`src/rtl/caption_pkg.sv`:
```
// caption_pkg: shared constants and types for the caption word-wrapper.
package caption_pkg;

  localparam int unsigned CAPTION_MAX_CHARS      = 32;
  localparam int unsigned CAPTION_CHARS_PER_LINE = 18;
  localparam int unsigned CAPTION_MAX_LINES      = 2;
  localparam int unsigned CAPTION_HOLD_W         = 10;

  localparam logic [7:0] ASCII_SPACE = 8'h20;
  localparam logic [7:0] ASCII_LF    = 8'h0A;
  localparam logic [7:0] ASCII_DOT   = 8'h2E;

  typedef enum logic [2:0] {
    StIdle,
    StLoad,
    StScan,
    StEmit,
    StHold
  } caption_state_t;

  // Packed line: char c lives at bits [255-8c -: 8].
  typedef logic [255:0] caption_line_t;

  localparam caption_line_t CAPTION_BLANK_LINE = {32{ASCII_SPACE}};

endpackage

```
`src/rtl/caption_wrapper_if.sv`:
```
// caption_wrapper_if: byte-stream input and packed-line output of the wrapper.
interface caption_wrapper_if;
  import caption_pkg::*;

  logic          in_valid;
  logic          in_ready;
  logic [7:0]    in_data;
  logic          in_last;
  logic          text_valid;
  logic          text_line;
  caption_line_t text_string;
  logic [4:0]    text_length;

  // Producer of bytes / consumer of lines.
  modport master (
    output in_valid, in_data, in_last,
    input  in_ready,
    input  text_valid, text_line, text_string, text_length
  );

  // The wrapper itself.
  modport slave (
    input  in_valid, in_data, in_last,
    output in_ready,
    output text_valid, text_line, text_string, text_length
  );

endinterface

```
`src/rtl/caption_msg_buffer.sv`:
```
// caption_msg_buffer: message byte store with write port, fill count and a
// combinational read at the scan index (reads past the count return a space).
module caption_msg_buffer
  import caption_pkg::*;
#(
  parameter int unsigned MAX_CHARS = CAPTION_MAX_CHARS
) (
  input  logic                       clk,
  input  logic                       rst_n,
  input  logic                       i_wr_first,
  input  logic                       i_wr_en,
  input  logic [7:0]                 i_wr_data,
  input  logic [$clog2(MAX_CHARS):0] i_rd_idx,
  output logic [7:0]                 o_rd_data,
  output logic [$clog2(MAX_CHARS):0] o_count,
  output logic                       o_full
);
  localparam int unsigned CW = $clog2(MAX_CHARS) + 1;
  localparam logic [CW-1:0] MaxCount = CW'(MAX_CHARS);

  logic [7:0]    r_mem [MAX_CHARS];
  logic [CW-1:0] r_count;
  logic [CW-2:0] w_wr_idx;
  logic          w_wr;

  assign w_wr     = i_wr_first || (i_wr_en && !o_full);
  assign w_wr_idx = i_wr_first ? '0 : r_count[CW-2:0];
  assign o_count  = r_count;
  assign o_full   = (r_count == MaxCount);
  assign o_rd_data = (i_rd_idx < r_count) ? r_mem[i_rd_idx[CW-2:0]] : ASCII_SPACE;

  // Byte storage; contents beyond the count are never read.
  always_ff @(posedge clk) begin
    if (w_wr) r_mem[w_wr_idx] <= i_wr_data;
  end

  // Fill count: first byte restarts the message, later bytes append.
  always_ff @(posedge clk or negedge rst_n) begin
    if (!rst_n) begin
      r_count <= '0;
    end else if (i_wr_first) begin
      r_count <= CW'(1);
    end else if (i_wr_en && !o_full) begin
      r_count <= r_count + CW'(1);
    end
  end

endmodule

```
`src/rtl/caption_wrapper.sv`:
```
// caption_wrapper: buffers a byte-stream message, word-wraps it into at most
// MAX_LINES lines of CHARS_PER_LINE chars, pulses each line out, then holds
// the caption for cfg_hold_frames vblanks before pulsing caption_clear.
// Build option CAPTION_WRAPPER_ELLIPSIS_EN: a truncated message gets "..."
// on its last emitted line.
module caption_wrapper
  import caption_pkg::*;
#(
  parameter int unsigned MAX_CHARS      = CAPTION_MAX_CHARS,
  parameter int unsigned CHARS_PER_LINE = CAPTION_CHARS_PER_LINE,
  parameter int unsigned MAX_LINES      = CAPTION_MAX_LINES,
  parameter int unsigned HOLD_W         = CAPTION_HOLD_W
) (
  input  logic              clk,
  input  logic              rst_n,
  caption_wrapper_if.slave  bus,
  input  logic              vblank_pulse,
  input  logic [HOLD_W-1:0] cfg_hold_frames,
  output logic              caption_clear,
  output logic              busy
);
  localparam int unsigned CW = $clog2(MAX_CHARS) + 1;
  localparam int unsigned TW = 5;  // matches text_length
  localparam int unsigned LW = (MAX_LINES > 1) ? $clog2(MAX_LINES) : 1;
  localparam logic [TW-1:0] CplLen = TW'(CHARS_PER_LINE);

`ifdef CAPTION_WRAPPER_ELLIPSIS_EN
  localparam bit EllipsisEn = 1'b1;
`else
  localparam bit EllipsisEn = 1'b0;
`endif

  caption_state_t    r_state;
  logic [CW-1:0]     r_pos, r_start, r_last_space, r_next;
  logic              r_ls_valid, r_skipping, r_more, r_trunc, r_dropped;
  logic [TW-1:0]     r_taken, r_len;
  logic [LW-1:0]     r_line;
  logic [HOLD_W-1:0] r_hold;
  logic [7:0]        r_chars [CHARS_PER_LINE];
  logic              r_text_valid, r_text_line, r_clear;
  caption_line_t     r_text_string;
  logic [TW-1:0]     r_text_length;

  logic          w_xfer, w_wr_first, w_wr_en, w_full;
  logic [7:0]    w_rd_data;
  logic [CW-1:0] w_count, w_next;
  logic          w_at_end, w_term, w_skip, w_remain, w_more, w_trunc;
  logic [TW-1:0] w_len, w_keep, w_out_len;
  caption_line_t w_line;

  assign bus.in_ready    = (r_state == StIdle) || (r_state == StLoad) || (r_state == StHold);
  assign busy            = (r_state == StScan) || (r_state == StEmit);
  assign bus.text_valid  = r_text_valid;
  assign bus.text_line   = r_text_line;
  assign bus.text_string = r_text_string;
  assign bus.text_length = r_text_length;
  assign caption_clear   = r_clear;

  assign w_xfer     = bus.in_valid && bus.in_ready;
  assign w_wr_first = w_xfer && ((r_state == StIdle) || (r_state == StHold));
  assign w_wr_en    = w_xfer && (r_state == StLoad);

  caption_msg_buffer #(
    .MAX_CHARS(MAX_CHARS)
  ) u_buf (
    .clk       (clk),
    .rst_n     (rst_n),
    .i_wr_first(w_wr_first),
    .i_wr_en   (w_wr_en),
    .i_wr_data (bus.in_data),
    .i_rd_idx  (r_pos),
    .o_rd_data (w_rd_data),
    .o_count   (w_count),
    .o_full    (w_full)
  );

  assign w_at_end = (r_pos >= w_count);
  assign w_remain = (w_next < w_count);
  assign w_more   = w_remain && ((int'(r_line) + 1) < int'(MAX_LINES));
  assign w_trunc  = !w_more && (w_remain || r_dropped);

  // Line-termination decision for the byte currently under the scan index.
  always_comb begin
    w_term = 1'b0;
    w_skip = 1'b0;
    w_len  = r_taken;
    w_next = r_pos;
    if (w_at_end) begin
      w_term = 1'b1;
    end else if (w_rd_data == ASCII_LF) begin
      w_term = 1'b1;
      w_next = r_pos + CW'(1);
    end else if (r_skipping && (w_rd_data == ASCII_SPACE)) begin
      w_skip = 1'b1;
    end else if (r_taken == CplLen) begin
      w_term = 1'b1;
      if (w_rd_data == ASCII_SPACE) begin
        w_next = r_pos + CW'(1);
      end else if (r_ls_valid) begin
        w_len  = TW'(r_last_space - r_start);
        w_next = r_last_space + CW'(1);
      end
    end
  end

  // Packed output line: kept chars, optional dots, space padding.
  always_comb begin
    w_keep = r_len;
    if (EllipsisEn && r_trunc && (r_len > CplLen - TW'(3))) w_keep = CplLen - TW'(3);
    w_out_len = (EllipsisEn && r_trunc) ? (w_keep + TW'(3)) : r_len;
    w_line = CAPTION_BLANK_LINE;
    for (int c = 0; c < int'(CHARS_PER_LINE); c++) begin
      if (TW'(c) < w_keep) begin
        w_line[255-8*c -: 8] = r_chars[c];
      end else if (EllipsisEn && r_trunc && (TW'(c) < w_keep + TW'(3))) begin
        w_line[255-8*c -: 8] = ASCII_DOT;
      end
    end
  end

  // Main FSM: load, scan, emit and hold, with registered outputs.
  always_ff @(posedge clk or negedge rst_n) begin
    if (!rst_n) begin
      r_state       <= StIdle;
      r_pos         <= '0;
      r_start       <= '0;
      r_last_space  <= '0;
      r_next        <= '0;
      r_ls_valid    <= 1'b0;
      r_skipping    <= 1'b1;
      r_more        <= 1'b0;
      r_trunc       <= 1'b0;
      r_dropped     <= 1'b0;
      r_taken       <= '0;
      r_len         <= '0;
      r_line        <= '0;
      r_hold        <= '0;
      for (int i = 0; i < int'(CHARS_PER_LINE); i++) r_chars[i] <= ASCII_SPACE;
      r_text_valid  <= 1'b0;
      r_text_line   <= 1'b0;
      r_text_string <= CAPTION_BLANK_LINE;
      r_text_length <= '0;
      r_clear       <= 1'b0;
    end else begin
      r_text_valid <= 1'b0;
      r_clear      <= 1'b0;
      unique case (r_state)
        StIdle, StHold: begin
          if (w_xfer) begin
            // New message start; also cancels any running hold.
            r_dropped <= 1'b0;
            r_state   <= bus.in_last ? StScan : StLoad;
            r_pos     <= '0;
            r_line    <= '0;
            r_taken   <= '0;
            r_skipping <= 1'b1;
            r_ls_valid <= 1'b0;
          end else if ((r_state == StHold) && vblank_pulse && (r_hold != '0)) begin
            r_hold <= r_hold - HOLD_W'(1);
            if (r_hold == HOLD_W'(1)) begin
              r_clear <= 1'b1;
              r_state <= StIdle;
            end
          end
        end
        StLoad: begin
          if (w_xfer) begin
            if (w_full) r_dropped <= 1'b1;
            if (bus.in_last) r_state <= StScan;
          end
        end
        StScan: begin
          if (w_term) begin
            r_len   <= w_len;
            r_next  <= w_next;
            r_more  <= w_more;
            r_trunc <= w_trunc;
            r_state <= StEmit;
          end else if (w_skip) begin
            r_pos <= r_pos + CW'(1);
          end else begin
            if (r_skipping) begin
              r_start    <= r_pos;
              r_skipping <= 1'b0;
            end
            if (w_rd_data == ASCII_SPACE) begin
              r_last_space <= r_pos;
              r_ls_valid   <= 1'b1;
            end
            r_chars[r_taken] <= w_rd_data;
            r_taken <= r_taken + TW'(1);
            r_pos   <= r_pos + CW'(1);
          end
        end
        StEmit: begin
          r_text_valid  <= 1'b1;
          r_text_line   <= r_line[0];
          r_text_string <= w_line;
          r_text_length <= w_out_len;
          if (r_more) begin
            r_state    <= StScan;
            r_pos      <= r_next;
            r_line     <= r_line + LW'(1);
            r_taken    <= '0;
            r_skipping <= 1'b1;
            r_ls_valid <= 1'b0;
          end else begin
            r_state <= StHold;
            r_hold  <= cfg_hold_frames;
          end
        end
        default: r_state <= StIdle;
      endcase
    end
  end

endmodule
```
`src/flat_wrapper.sv`:
```
// flat-port wrapper written by rule: the top's interface ports become plain ports
module caption_wrapper_flat import caption_pkg::*;
#(
  parameter int unsigned MAX_CHARS      = CAPTION_MAX_CHARS,
  parameter int unsigned CHARS_PER_LINE = CAPTION_CHARS_PER_LINE,
  parameter int unsigned MAX_LINES      = CAPTION_MAX_LINES,
  parameter int unsigned HOLD_W         = CAPTION_HOLD_W
)
  (clk, rst_n, vblank_pulse, cfg_hold_frames, caption_clear, busy, bus_in_valid, bus_in_data, bus_in_last, bus_in_ready, bus_text_valid, bus_text_line, bus_text_string, bus_text_length);
  caption_wrapper_if bus_i ();
  input  logic clk;
  input  logic rst_n;
  input  logic vblank_pulse;
  input  logic [HOLD_W-1:0] cfg_hold_frames;
  output logic caption_clear;
  output logic busy;
  input wire logic [$bits(bus_i.in_valid)-1:0] bus_in_valid;
  input wire logic [$bits(bus_i.in_data)-1:0] bus_in_data;
  input wire logic [$bits(bus_i.in_last)-1:0] bus_in_last;
  output wire logic [$bits(bus_i.in_ready)-1:0] bus_in_ready;
  output wire logic [$bits(bus_i.text_valid)-1:0] bus_text_valid;
  output wire logic [$bits(bus_i.text_line)-1:0] bus_text_line;
  output wire logic [$bits(bus_i.text_string)-1:0] bus_text_string;
  output wire logic [$bits(bus_i.text_length)-1:0] bus_text_length;
  assign bus_i.in_valid = bus_in_valid;
  assign bus_i.in_data = bus_in_data;
  assign bus_i.in_last = bus_in_last;
  assign bus_in_ready = bus_i.in_ready;
  assign bus_text_valid = bus_i.text_valid;
  assign bus_text_line = bus_i.text_line;
  assign bus_text_string = bus_i.text_string;
  assign bus_text_length = bus_i.text_length;
  caption_wrapper #(.MAX_CHARS(MAX_CHARS), .CHARS_PER_LINE(CHARS_PER_LINE), .MAX_LINES(MAX_LINES), .HOLD_W(HOLD_W)) u_core (.clk(clk), .rst_n(rst_n), .bus(bus_i), .vblank_pulse(vblank_pulse), .cfg_hold_frames(cfg_hold_frames), .caption_clear(caption_clear), .busy(busy));
endmodule
```
`config.mk`:
```
export PLATFORM = sky130hd
export DESIGN_NAME = caption_wrapper_flat
export DESIGN_NICKNAME = d
export VERILOG_FILES = /design/src/rtl/caption_pkg.sv /design/src/rtl/caption_wrapper_if.sv /design/src/rtl/caption_msg_buffer.sv /design/src/rtl/caption_wrapper.sv /design/src/flat_wrapper.sv
export SDC_FILE = /design/constraint.sdc
export NUM_CORES = 1
export LEC_CHECK = 0
export CAP_MARGIN = 5
export CORE_MARGIN = 8
export CORE_UTILIZATION = 30
export DETAILED_ROUTE_END_ITERATION = 7
export SLEW_MARGIN = 20
export SYNTH_ARGS = -nofsm -noshare
export SYNTH_HDL_FRONTEND = slang
export SYNTH_HIERARCHICAL = 1
export SYNTH_SLANG_ARGS = --single-unit
```
`constraint.sdc`:
```
create_clock -name clk -period 6.2 [get_ports clk]
set_input_delay 1.24 -clock clk [delete_from_list [all_inputs] [get_ports clk]]
set_output_delay 1.24 -clock clk [all_outputs]
set_load 0.1 [all_outputs]
```
==> flow_summary.ini <==
[status]
outcome = finished clean

[detailed_routing]
drt-initial-drc-count = 1101
drt_wl_total_microns = 66200
wl_per_cell_microns = 20.9
viasPerCell = 4.85
dr.pass1.iters = 5
num_vias = 15373
detail-route-antenna-nets = 0
drc_errors = 0

[critical_path]
crit_type = reg2reg
endpoint_kind = flip-flop
reg2reg_depth = 15
worst-path-max-fanout = 54
cp-start-kind = flip-flop
arrival_ns = 6.20
crit_required_ns = 6.74

[power]
p_total_w = 0.0138
powerDensity_mw_per_mm2 = 449
leakage_nw = 12.3
ir_drop_v = 0.000433

[sta]
grt_setup_unrepaired = false
setup_viol = 0
fin_crit_sh_pct = 91.3
fmax_ghz = 0.177
skew_ns = 0.0278
fin_setup_tns_ns = 0
period_minus_slack_ns = 5.66
worstMarginPinSlew_ns = 1.11
slew-limit-headroom_pct = 26.1
worst_slack_ns = 0.540
hold_violations = 0
slew_violations = 0

[clock_tree]
numCtsBuffers = 60
htreeDepth = 2
postCtsHoldBufs = 0
clkTransAtPathRegs_ns = 0.06
cts_setup_buffers = 0
clk_latency_ns = 0.62
cts_tree = built
root_buffer = clkbuf_16
cts_buffer_depth = 3
cts_resized = 0
numClockSinks = 608

[floorplanning]
ios = 289
die_x_microns = 312
rows = 108
dieArea_sq_mm = 0.0972
start_util_pct = 30.2
die_y_microns = 312
core_area_sq_mm = 0.0868

[hold_path]
whs_path_depth = 2
min_path_type = reg2reg

[placed_design]
dpl-instance-area_sq_mm = 0.0287
gp_congestion = 0.856
dpl.hpwl_microns = 44800
dp_slack_ns = 0.612
portBuffers = 176

[grt]
grt_max_degree = 177
grt.total_usage_pct = 13.1
grt_pass1_wl_microns = 101000
first_global_vias = 15694
antenna_found_initial = 4
overflow = 0

[cells_and_area]
syn_to_final_growth_pct = 16.9
fin_area_sq_mm = 0.0307
nNetsFinal = 2018
antenna_cells = 0
n_fill_cell = 8325
drive_above_1_share_pct = 19.7

[logic_synthesis]
syn_area_sq_mm = 0.0262
syn_avg_cell_area_sq_um = 14.5
yosysWarnings = 6
syn_inst = 1808

[job]
maxCapViolCount = 0
## layout by cell type, fill, tap and decap left out, drive strengths merged, types with 6 or more instances in the layout
cell / count
a21oi: 63
nor4: 7
xnor2: 8
and3: 22
clkdlybuf4s50: 169
a21o: 10
a22oi: 30
a31oi: 6
clkbuf: 80
nand3: 32
ha: 30
buf: 36
nand2: 104
inv: 49
clkinv: 19
dfstp: 37
dfrtp: 315
clkinvlp: 7
mux2i: 10
o21ai: 49
mux4: 63
conb: 112
o211ai: 7
a22o: 123
edfxtp: 256
bufinv: 6
nor2: 96
mux2: 161
nor2b: 9
nor3: 16
nand2b: 6
## critical path, cell delays in order, from the launching register on
cell	delay (ns)
dfrtp_4	1.03
ha_1	0.37
a211o_1	0.27
a21oi_1	0.51
a22o_1	0.75
nand3b_1	0.19
a211oi_1	0.33
mux2_2	0.37
a211oi_1	0.37
o21ai_0	0.16
ha_1	0.31
a21o_1	0.16
a211o_1	0.30
a211oi_1	0.22
nand2_1	0.08
o21ai_1	0.13
## state kept, by name, summed over array words and instances, names as in the netlist, 3 cells and up
signal and flops:
u_core/u_buf/r_mem 256, u_core/bus.text_string 144, u_core/r_chars 144, u_core/r_hold 10
u_core/r_last_space 6, u_core/r_next 6, u_core/r_pos 6, u_core/u_buf/o_count 6
u_core/bus.text_length 5, u_core/r_len 5, u_core/r_start 5, u_core/r_taken 5
u_core/r_state 3
## final cells by class
cell class                      instances  area, sq um  area share (%)
Inverter                               48          180           0.587
Timing Repair Buffer                  205         1990            6.50
Clock inverter                         33          343            1.12
Tap cell                             1155         1450            4.71
Multi-Input combinational cell       1041         8500            27.7
Sequential cell                       608        16500            54.0
Clock buffer                           80         1660            5.41
## worst paths after layout
path	startpoint	to	slack [ns]
min reg2reg	u_core/r_chars[45]$_DFFE_PN1P_	u_core/bus.text_string[157]$_DFFE_PN1P_	0.46
max	u_core/r_pos[1]$_DFFE_PN0P_	u_core/r_more$_DFFE_PN0P_	0.54
max reg2reg	u_core/r_pos[1]$_DFFE_PN0P_	u_core/r_more$_DFFE_PN0P_	0.54
max in group asynchronous	rst_n	u_core/bus.text_string[126]$_DFFE_PN0P_	4.07
min in group asynchronous	rst_n	u_core/bus.text_string[242]$_DFFE_PN0P_	0.66
min	u_core/r_chars[45]$_DFFE_PN1P_	u_core/bus.text_string[157]$_DFFE_PN1P_	0.46
## power breakdown
| group | switching (W) | leakage, nW | internal [W] | total (W) |
|---|---|---|---|---|
| sequential | 0.000489 | 7.01 | 0.00461 | 0.00510 |
| combinational | 0.00348 | 4.36 | 0.00152 | 0.00499 |
| clock | 0.00154 | 0.971 | 0.00213 | 0.00368 |
| total | 0.00551 | 12.3 | 0.00826 | 0.0138 |
## layer usage
layer	part of all wire, %	GRT usage [%]	up-vias
met3	6.5	2.58	79
li1	-	-	6822
met4	1.5	2.75	2
met2	48	21.2	493
met5	0.018	0	-
met1	44	18.2	7977
## through the flow
stage,instances,hold WS (ns),util [%]
after CTS,3170,0.460,35.4
after detailed placement,3057,0.450,33.1
after floorplan,1918,0.439,-
after global routing,3170,0.478,35.4
after global placement,3057,0.446,33.1
final,3170,0.456,35.4
Note: power is estimated with default switching activity, not from simulation.
